`src/rtl/packet_checker_64.sv`:
```
// AXI4-Stream sink that checks the 64-bit counter-pattern stream and keeps
// packet, word and error statistics for register readback.
module packet_checker_64 #(
    parameter int unsigned DATA_WIDTH = 64,
    parameter int unsigned KEEP_WIDTH = DATA_WIDTH / 8,
    parameter int unsigned PKT_WIDTH  = 10,
    parameter logic [35:0] SIG        = 36'h0_000A_0000
) (
    input  logic                  user_clk,
    input  logic                  user_rst,
    input  logic                  check_ena,
    input  logic                  clr_stats,
    input  logic [3:0]            throttle,
    input  logic [DATA_WIDTH-1:0] s_axis_tdata,
    input  logic [KEEP_WIDTH-1:0] s_axis_tkeep,
    input  logic                  s_axis_tvalid,
    output logic                  s_axis_tready,
    input  logic                  s_axis_tlast,
    output logic                  locked,
    output logic [31:0]           pkt_count,
    output logic [31:0]           word_count,
    output logic [15:0]           err_count,
    output logic                  err_flag,
    output logic [63:0]           last_err_word
);

    typedef enum logic [1:0] {StIdle, StSync, StCheck, StDrain} state_e;

    state_e                state_q, state_d;
    logic [3:0]            cyc_q;
    logic [27:0]           exp_q, exp_d;
    logic                  locked_q, locked_d;

    logic                  st_vld_q, st_err_q, st_last_q;
    logic [DATA_WIDTH-1:0] st_data_q;

    logic [31:0]           pkt_count_q, word_count_q;
    logic [15:0]           err_count_q;
    logic                  err_flag_q;
    logic [63:0]           last_err_word_q;

    logic                  accept;
    logic                  sig_ok;
    logic                  lock_hit;
    logic                  check_beat;
    logic                  beat_err;
    logic [27:0]           seq;
    logic [27:0]           exp_cur;

    assign s_axis_tready = (state_q != StIdle) && (cyc_q >= throttle);
    assign accept        = s_axis_tvalid && s_axis_tready;
    assign seq           = s_axis_tdata[27:0];
    assign sig_ok        = (s_axis_tdata[DATA_WIDTH-1:28] == SIG);
    assign lock_hit      = sig_ok && (seq[PKT_WIDTH-1:0] == '0);

    // The lock beat is checked against itself, so only keep/last can flag it.
    assign exp_cur  = (state_q == StSync) ? seq : exp_q;
    assign beat_err = !sig_ok || (seq != exp_cur) || (s_axis_tkeep != {KEEP_WIDTH{1'b1}}) ||
                      (s_axis_tlast != (&exp_cur[PKT_WIDTH-1:0]));

    always_comb begin
        state_d    = state_q;
        exp_d      = exp_q;
        locked_d   = locked_q;
        check_beat = 1'b0;
        unique case (state_q)
            StIdle: begin
                if (check_ena) state_d = StSync;
            end
            StSync: begin
                if (!check_ena) begin
                    state_d = StIdle;
                end else if (accept && lock_hit) begin
                    check_beat = 1'b1;
                    locked_d   = 1'b1;
                    state_d    = StCheck;
                end
            end
            StCheck: begin
                check_beat = accept;
                if (!check_ena) state_d = (accept && s_axis_tlast) ? StIdle : StDrain;
            end
            StDrain: begin
                check_beat = accept;
                if (accept && s_axis_tlast) state_d = StIdle;
            end
            default: state_d = StIdle;
        endcase
        // Good beats have seq == exp, so seq+1 covers both advance and resync.
        if (check_beat) exp_d = seq + 28'd1;
        if (state_d == StIdle) locked_d = 1'b0;
    end

    always_ff @(posedge user_clk) begin
        if (user_rst) begin
            state_q   <= StIdle;
            cyc_q     <= 4'd0;
            exp_q     <= 28'd0;
            locked_q  <= 1'b0;
            st_vld_q  <= 1'b0;
            st_err_q  <= 1'b0;
            st_last_q <= 1'b0;
            st_data_q <= '0;
        end else begin
            state_q   <= state_d;
            cyc_q     <= cyc_q + 4'd1;
            exp_q     <= exp_d;
            locked_q  <= locked_d;
            st_vld_q  <= check_beat;
            st_err_q  <= check_beat && beat_err;
            st_last_q <= check_beat && s_axis_tlast;
            st_data_q <= s_axis_tdata;
        end
    end

    always_ff @(posedge user_clk) begin
        if (user_rst || clr_stats) begin
            pkt_count_q     <= 32'd0;
            word_count_q    <= 32'd0;
            err_count_q     <= 16'd0;
            err_flag_q      <= 1'b0;
            last_err_word_q <= 64'd0;
        end else if (st_vld_q) begin
            word_count_q <= word_count_q + 32'd1;
            if (st_last_q) pkt_count_q <= pkt_count_q + 32'd1;
            if (st_err_q) begin
                if (err_count_q != 16'hFFFF) err_count_q <= err_count_q + 16'd1;
                err_flag_q      <= 1'b1;
                last_err_word_q <= st_data_q;
            end
        end
    end

    assign locked        = locked_q;
    assign pkt_count     = pkt_count_q;
    assign word_count    = word_count_q;
    assign err_count     = err_count_q;
    assign err_flag      = err_flag_q;
    assign last_err_word = last_err_word_q;

endmodule

```
`config.mk`:
```
export PLATFORM = sky130hd
export DESIGN_NAME = packet_checker_64
export DESIGN_NICKNAME = d
export VERILOG_FILES = /design/src/rtl/packet_checker_64.sv
export SDC_FILE = /design/constraint.sdc
export NUM_CORES = 1
export LEC_CHECK = 0
export CORE_MARGIN = 5
export CORE_UTILIZATION = 50
export DETAILED_ROUTE_END_ITERATION = 6
export PLACE_DENSITY = 0.81
export SLEW_MARGIN = 10
export SYNTH_ARGS = -nofsm -noshare
export SYNTH_HDL_FRONTEND = slang
export SYNTH_SLANG_ARGS = --single-unit
```
`constraint.sdc`:
```
create_clock -name user_clk -period 7.3 [get_ports user_clk]
set_clock_uncertainty 0.15 [all_clocks]
set_input_delay 1.825 -clock user_clk [delete_from_list [all_inputs] [get_ports user_clk]]
set_output_delay 1.825 -clock user_clk [all_outputs]
set_load 0.05 [all_outputs]
```
==> results.toml <==
[power]
vdd_ir_drop_max_mv = 0.1694
p_leak_nw = 4.312
p_int_mw = 2.213
power_switching_mw = 0.5936
pwr-share-comb = 0.051
pwr_density_cell_nw_per_um2 = 208.0
p_sw_frac = 0.2115
clkPwrFrac = 0.459
p_seq_frac = 0.490

[logic_synthesis]
synth_warnings = 0
synth_nets = 1280
avgSynthCellArea_um2 = 8.682
yosys.area.top_type = "dfxtp_1"
synth.area.top_cells = "dfxtp_1, xnor2_1, nand2_1, a21oi_1, nor2b_1"
synth_area_um2 = 10310
ys_seq_area_frac = 0.4794
yosysTopAreaCellShare = 0.4794
yosysMostFrequentCell = "dfxtp_1"
async_flop_share = 0
synth_common_cells = "dfxtp_1, nand2_1, xnor2_1"
yosysUniqueCellTypes = 52
synth-edff-count = 0
synth-main-ff-cell = "dfxtp_1"
synth_seq_cells = 247
syn_inst = 1188

[clocking]
cts_setup_buffers = 0
cts-root-buf = "clkbuf_16"
cts_max_level = 1
clockBufferDepth = 3
cts_tree = "built"
clkSinkCount = 247
hold_buffers = 0
path_clk_slew_ns = 0.06
cts_buffers = 26
cts_resized = 0
insertion_delay_ns = 0.52

[worst_setup_path]
r2r_start = "state_q[0]"
crit_fanout = 2
crit_buf_inv = 3
critical_path_class = "input pin to output pin"
crit_start = "throttle[1]"
slowest_delay_ns = 0.83
startpoint_type = "input pin"
required_ns = 5.33
crit_family = "buffers and inverters"
cp_cell_sequence = "clkdlybuf4s50_1, inv_1, ha_1, a21oi_1, o21a_1, nor2_1, clkdlybuf4s50_1"
cp-end-kind = "output pin"
critPathSlowestCell = "clkdlybuf4s50_1"
critPathArrivalTime_ns = 3.88
cpMostUsedCell = "clkdlybuf4s50_1"

[job]
cap_violations = 0

[place]
post-place-ws_ns = 1.465
placed_cells = 1613
gp_congestion = 0.8345
dpl_cell_area_um2 = 12650
dp_hpwl_mm = 19.08
io_buffers = 228

[drt]
ant_nets = 0
wl_per_cell_um = 16.32
drt_wl_total_mm = 27.09
wl_met2_mm = 13.32
dr_wl_met3_mm = 1.458
via_per_inst = 5.415
dr.pass1.iters = 5
initialDrtViolationCount = 491
met1_length_mm = 11.33
dr.max_layer_used = "met4"
drc = 0
num_vias = 8989

[floorplanning]
io_pins = 229
row_count = 52
core_um2 = 20300
start_util = 0.5081
die_y_um = 153.6
die_x_um = 153.6
die_area_um2 = 23600

[final_layout]
area_growth_pct = 30.81
drive_gt1_frac = 0.04608
final_cells = 1660
final_nets = 1463
final_core_util = 0.6646
finalInstanceArea_um2 = 13490

[sta]
setup_viol = 0
tightest_slew_ns = 1.066
rsz0062_at_grt = "no"
timing.final.max_slew_violations = 0
max_freq_mhz = 170.7
fin_crit_sh = 0.8027
relSlewSlack = 0.2896
hold_viol_final = 0
post-route-min-period_ns = 5.860
fin_tns_setup_ns = 0
setup_ws_ns = 1.440

[grt]
track_usage = 0.2178
grt_antenna_before_repair = 1
grt_max_degree = 83
grt_pass1_wl_mm = 43.33
overflow = 0
grt_pass1_vias = 8461

[run_status]
outcome = "complete, no violations"

[hold_path]
min_path_type = "flop to flop"
min_from = "st_data_q[60]"
==> registers in the layout (all words and copies together), names as in the netlist <==
register / count
st_vld_q: 1
err_flag: 1
st_data_q: 64
exp_q: 28
word_count: 32
state_q: 2
last_err_word: 64
locked: 1
err_count: 16
pkt_count: 32
st_err_q: 1
cyc_q: 4
st_last_q: 1
==> metal layers <==
layer,vias to the layer above,global-route usage
met5,-,0
met4,0,0.08200
met3,56,0.03316
met2,285,0.3785
met1,4217,0.2735
li1,4431,-
==> through the flow <==
stage | hold slack [ns] | total power, mW
global placement | 0.2697 | 1.545
finish | 0.2801 | 2.806
CTS | 0.2797 | 2.833
detailed placement | 0.2750 | 1.547
global route | 0.2936 | 2.901
floorplan | 0.2674 | 1.475
==> cells by family (layout without fill, tap and decap cells) <==
family,after synthesis,in the layout,share of synthesized area
simple gates,525,525,0.2580
flops,247,247,0.4794
compound gates,173,173,0.1031
buf+inv,116,317,0.04634
xor+xnor,107,107,0.09087
fa+ha+maj,10,10,0.01213
mux,10,10,0.01007
other cells,0,1,0
==> area by class of cell <==
class / instances / area, µm²
Tap cell: 270 / 337.8
Timing Repair Buffer: 233 / 2330
Sequential cell: 247 / 4945
Multi-Input combinational cell: 825 / 4897
Clock buffer: 38 / 747.0
Antenna cell: 1 / 2.502
Inverter: 38 / 142.6
Clock inverter: 8 / 90.09
Fill cell: 1668 / 6808
==> placed cells by master, fill, tap and decap left out, drive strengths merged, types with 7 or more instances in the layout <==
master         count
a2111oi           10
a211oi            29
a21oi             89
and4              16
clkbuf            38
clkdlybuf4s50    227
dfxtp            247
ha                10
inv               38
mux2i              7
nand2            179
nand3             36
nand4             39
nor2              84
nor2b             66
nor3              29
nor4              30
o21a               8
o21ai             18
or3               14
xnor2             90
xor2              17
==> tightest hold or removal path: stages, from the launching register on <==
cell and delay (ns):
dfxtp_1 0.29, nand2_1 0.04, a21oi_1 0.05
==> worst paths after layout <==
| path | end | slack, ns | depth (start not counted) |
|---|---|---|---|
| worst max register to register | exp_q[25] | 4.30 | 5 |
| worst min-delay path | last_err_word[60] | 0.28 | 2 |
| worst max-delay path | s_axis_tready | 1.44 | 7 |
| worst min register to register | last_err_word[60] | 0.28 | 2 |
==> power by group through the flow <==
stage | clock [mW] | combinational [mW] | sequential (mW)
floorplan | 0 | 0.0726 | 1.40
global placement | 0 | 0.141 | 1.40
detailed placement | 0 | 0.142 | 1.40
CTS | 1.31 | 0.143 | 1.37
global route | 1.37 | 0.156 | 1.38
finish | 1.29 | 0.143 | 1.37
Note: power is estimated with default switching activity, not from simulation.
